--- src/rtl/multi_input_sum_sequencer.sv ---
// Frame summer that folds NUM_INPUT signed samples through one shared LANES-input
// registered adder, accumulating one partial sum per accepted beat.

module lane_sum_adder #(
  parameter int NUM_INPUT     = 2,
  parameter int DATA_WIDTH_IN = 16
) (
  input  logic                                                 clk,
  input  logic                                                 rst,
  input  logic                                                 ena,
  input  logic signed [DATA_WIDTH_IN-1:0]                      din [NUM_INPUT],
  output logic signed [DATA_WIDTH_IN+$clog2(NUM_INPUT)-1:0]    sum
);

  localparam int PW = DATA_WIDTH_IN + $clog2(NUM_INPUT);

  logic signed [PW-1:0] total;

  always_comb begin
    total = '0;
    for (int i = 0; i < NUM_INPUT; i++) begin
      total = total + PW'(din[i]);
    end
  end

  always_ff @(posedge clk) begin
    if (rst) begin
      sum <= '0;
    end else if (ena) begin
      sum <= total;
    end
  end

endmodule

module multi_input_sum_sequencer #(
  parameter int NUM_INPUT     = 8,
  parameter int DATA_WIDTH_IN = 16,
  parameter int LANES         = 2
) (
  input  logic                                               clk,
  input  logic                                               rst,
  input  logic                                               s_valid,
  output logic                                               s_ready,
  input  logic signed [DATA_WIDTH_IN-1:0]                    s_data [LANES],
  output logic                                               m_valid,
  input  logic                                               m_ready,
  output logic signed [DATA_WIDTH_IN+$clog2(NUM_INPUT)-1:0]  m_data,
  output logic                                               busy
);

  localparam int BEATS = NUM_INPUT / LANES;
  localparam int PW    = DATA_WIDTH_IN + $clog2(LANES);
  localparam int OW    = DATA_WIDTH_IN + $clog2(NUM_INPUT);
  localparam int CW    = (BEATS > 1) ? $clog2(BEATS) : 1;

  typedef enum logic [1:0] {ACC, DRAIN, OUT} state_t;

  state_t               state, state_next;
  logic [CW-1:0]        beat_cnt, beat_next;
  logic                 ena;
  logic                 pv;
  logic signed [PW-1:0] psum;
  logic signed [OW-1:0] acc;

  assign s_ready = (state == ACC) && !rst;
  assign ena     = s_valid && s_ready;
  assign m_valid = (state == OUT);
  assign m_data  = (state == OUT) ? acc : '0;
  assign busy    = (state != ACC) || (beat_cnt != '0);

  lane_sum_adder #(
    .NUM_INPUT     (LANES),
    .DATA_WIDTH_IN (DATA_WIDTH_IN)
  ) u_adder (
    .clk (clk),
    .rst (rst),
    .ena (ena),
    .din (s_data),
    .sum (psum)
  );

  always_comb begin
    state_next = state;
    beat_next  = beat_cnt;
    case (state)
      ACC: begin
        if (ena) begin
          if (beat_cnt == CW'(BEATS - 1)) begin
            beat_next  = '0;
            state_next = DRAIN;
          end else begin
            beat_next = beat_cnt + CW'(1);
          end
        end
      end
      DRAIN:   state_next = OUT;
      OUT:     if (m_ready) state_next = ACC;
      default: state_next = ACC;
    endcase
  end

  always_ff @(posedge clk) begin
    if (rst) begin
      state    <= ACC;
      beat_cnt <= '0;
    end else begin
      state    <= state_next;
      beat_cnt <= beat_next;
    end
  end

  // The adder output lags its enable by one cycle, so pv gates accumulation.
  always_ff @(posedge clk) begin
    if (rst) begin
      pv  <= 1'b0;
      acc <= '0;
    end else begin
      pv <= ena;
      if (pv) begin
        acc <= acc + OW'(psum);
      end else if (state == OUT && m_ready) begin
        acc <= '0;
      end
    end
  end

endmodule

--- config.mk ---
export PLATFORM = sky130hd
export DESIGN_NAME = multi_input_sum_sequencer
export DESIGN_NICKNAME = d
export VERILOG_FILES = /design/src/rtl/multi_input_sum_sequencer.sv
export SDC_FILE = /design/constraint.sdc
export NUM_CORES = 1
export LEC_CHECK = 0
export ABC_AREA = 1
export BUFFER_PORTS_ARGS = -buffer_cell sky130_fd_sc_hd__buf_2
export CAP_MARGIN = 10
export CORE_ASPECT_RATIO = 0.75
export CORE_UTILIZATION = 52
export DETAILED_ROUTE_END_ITERATION = 10
export PLACE_DENSITY = 0.88
export RECOVER_POWER = 25
export SKIP_CTS_REPAIR_TIMING = 1
export SLEW_MARGIN = 20
export SYNTH_ARGS = -nofsm -noshare
export SYNTH_HDL_FRONTEND = slang
export SYNTH_SLANG_ARGS = --single-unit
--- constraint.sdc ---
create_clock -name clk -period 1.68 [get_ports clk]
set_input_delay 0.252 -clock clk [delete_from_list [all_inputs] [get_ports clk]]
set_output_delay 0.252 -clock clk [all_outputs]
set_load 0.01 [all_outputs]
==> flow_metrics.tcl <==
set metrics [dict create \
    slew_headroom_pct 65.05 \
    path_clk_slew_ps 90 \
    grt_first_pass_wirelength_um 15560 \
    num_rows 25 \
    multi_input_area_mm2 0.002686 \
    tightestPinTransition_ps 524.2 \
    synth_cells 565 \
    area_growth_pct 27.04 \
    setup_viol 0 \
    io_buffers 57 \
    drtIter0Drc 417 \
    slew_viol_final 0 \
    grt_max_degree 32 \
    dieHeight_um 73.64 \
    drt_wl_total_um 10310 \
    ios 58 \
    leakage_nw 2.214 \
    vias_per_cell 5.603 \
    power_density_mw_per_mm2 666.6 \
    overflow 0 \
    synth_top_area_share_pct 23.07 \
    htreeDepth 2 \
    crit_type "reg2reg" \
    yosysWarningCount 0 \
    synth.avg_cell_area_um2 6.298 \
    n_fill_cell 528 \
    critPathCaptureType "flop" \
    hold_path_class "in2reg" \
    final_hold_viol_count 0 \
    cap_violations 0 \
    rsz0062_at_grt "true" \
    ys.flop_type "dfxtp_1" \
    synth.ff_latch_count 41 \
    synth_xor_xnor_area_share_pct 1.477 \
    max-vdd-ir-drop_mv 0.3579 \
    wl_per_cell_um 14.22 \
    synth_fa_ha_area_share_pct 13.78 \
    drive_gt1_share_pct 29.66 \
    synth_seq_area_share_pct 23.07 \
    clk_path_buf_depth 2 \
    fmax_mhz 601.4 \
    dieArea_mm2 0.007181 \
    synth_compound_area_share_pct 14.42 \
    place_congestion 0.9481 \
    critPathMaxFanout 4 \
    start_util_pct 55.22 \
    finalPower_mw 3.014 \
    dieWidth_um 97.52 \
    cts_root_buf "clkbuf_8" \
    coreArea_mm2 0.006444 \
    period_share_pct 98.98 \
    layout.nets 717 \
    postLayoutCoreUtil_pct 70.16 \
    synth_top_area_cell "dfxtp_1" \
    dr_total_vias 4062 \
    clk_latency_ps 310 \
    cts_tree "built" \
    synth_top_family_by_area "simple AND/OR/NAND/NOR gates" \
    fin_skew_ps 12.40 \
    synth_area_mm2 0.003558 \
    drc_errors 0 \
    status "complete, no violations" \
    async_flop_share_pct 0 \
    antenna_found_initial 0 \
    clock_sinks 41 \
    crit_arrival_ps 1910 \
    synth.area.mux_share_pct 0 \
    drtAntennaViolNets 0 \
    synth_cell_types 34 \
    yosys.area_share.simple_pct 37.38 \
    dr.pass1.iters 8 \
    synthTopCellsByCount "161 x nand2_1, 73 x inv_1, 56 x nor2_1" \
    final-seq-area_um2 853.3 \
    cts_buffers 5 \
    start_kind "flop" \
    synth_nets 639 \
    grt_use_total_pct 27.04 \
    diodes 0 \
    synth.most_common_cell "nand2_1" \
    synth_edf_count 0 \
    worstPathRequired_ps 1930 \
    grt_pass1_vias 3388 \
    dp_hpwl_um 7442 \
    synth_area_leaders "dfxtp_1 23%, nand2_1 17%, ha_1 13%" \
    fin_crit_ps 1663 \
]
placed cells by master (no fill, tap or decap), types with 2 or more instances in the layout:
cell / n
a21o_1: 2
a21oi_1: 43
a21oi_2: 11
a21oi_4: 2
buf_2: 57
buf_4: 22
clkbuf_8: 5
dfxtp_1: 17
dfxtp_2: 23
ha_1: 22
ha_4: 13
inv_1: 73
inv_2: 4
nand2_1: 148
nand2_2: 20
nand3_1: 40
nand3_2: 13
nand3_4: 2
nand3b_1: 7
nor2_1: 53
nor2_2: 5
nor2_4: 2
nor3_1: 6
nor3_2: 2
o21a_1: 3
o21ai_0: 19
o21ai_1: 5
o21bai_1: 3
xnor2_1: 4
xor2_1: 2
critical path, cell delays in order (launching register included):
cell     delay, ps
dfxtp_2        350
ha_4           160
fa_2           350
nand3_2         90
nand3_2         80
nand2_2        100
nand2_4         80
nand2_2         90
nand2_1         50
nand2_1         70
nand3_2         70
a21oi_2        110
layer usage:
layer	vias to the layer above	wire length (um)	GRT usage [%]
met4	0	138	7.026
met2	196	4807	44.44
li1	1977	-	-
met1	1864	4555	36.99
met5	-	0	0
met3	25	810	4.757
flip-flops by register name, indices dropped and copies added, names as in the netlist:
signal and flops:
u_adder.sum 17, pv 1, state 2, acc 19, beat_cnt 2
final timing paths:
check | depth (start not counted) | to | slack (ps) | startpoint
max | 11 | acc[16] | 20 | u_adder.sum[0]
min | 4 | u_adder.sum[0] | 260 | s_data[16]
max reg2reg | 11 | acc[16] | 20 | u_adder.sum[0]
min reg2reg | 2 | beat_cnt[1] | 490 | beat_cnt[1]
report_power, final:
group,switching (mW),total [mW],leakage [nW],internal [mW]
Combinational,0.564,0.992,1.81,0.428
Clock,0.410,0.856,0.0543,0.446
Sequential,0.0992,1.17,0.346,1.07
Total,1.07,3.01,2.21,1.94
cell families (layout without fill, tap and decap cells):
| kind of cell | after synthesis | count (layout) |
|---|---|---|
| AOI/OAI and AO/OA | 90 | 90 |
| xor gates and xnor gates | 6 | 6 |
| adders and majority gates | 38 | 38 |
| buffers and inverters | 89 | 168 |
| DFF | 41 | 41 |
| and+or+nand+nor | 301 | 301 |
through the flow:
stage          cells  area [um^2]  hold slack (ps)  setup WS [ps]  setup TNS, ps
2_1_floorplan    565         3558            435.8          14.18              0
3_3_place_gp     715         4055            459.3         -134.5         -555.7
3_5_place_dp     715         4055            475.9         -197.8          -1146
4_1_cts          723         4170            261.5         -111.3         -578.9
5_1_grt          725         4521            277.8         -73.72         -573.1
6_report         725         4521            256.5          17.18              0
final cells by class:
type	count	area share (%)
clock buffer	5	1.522
clock inverter	3	1.024
inverter	79	6.615
multi-input combinational	435	59.42
sequential	41	18.88
tap	81	2.242
timing repair buffer	81	10.30
No activity file was read; power rests on OpenSTA's default activity.
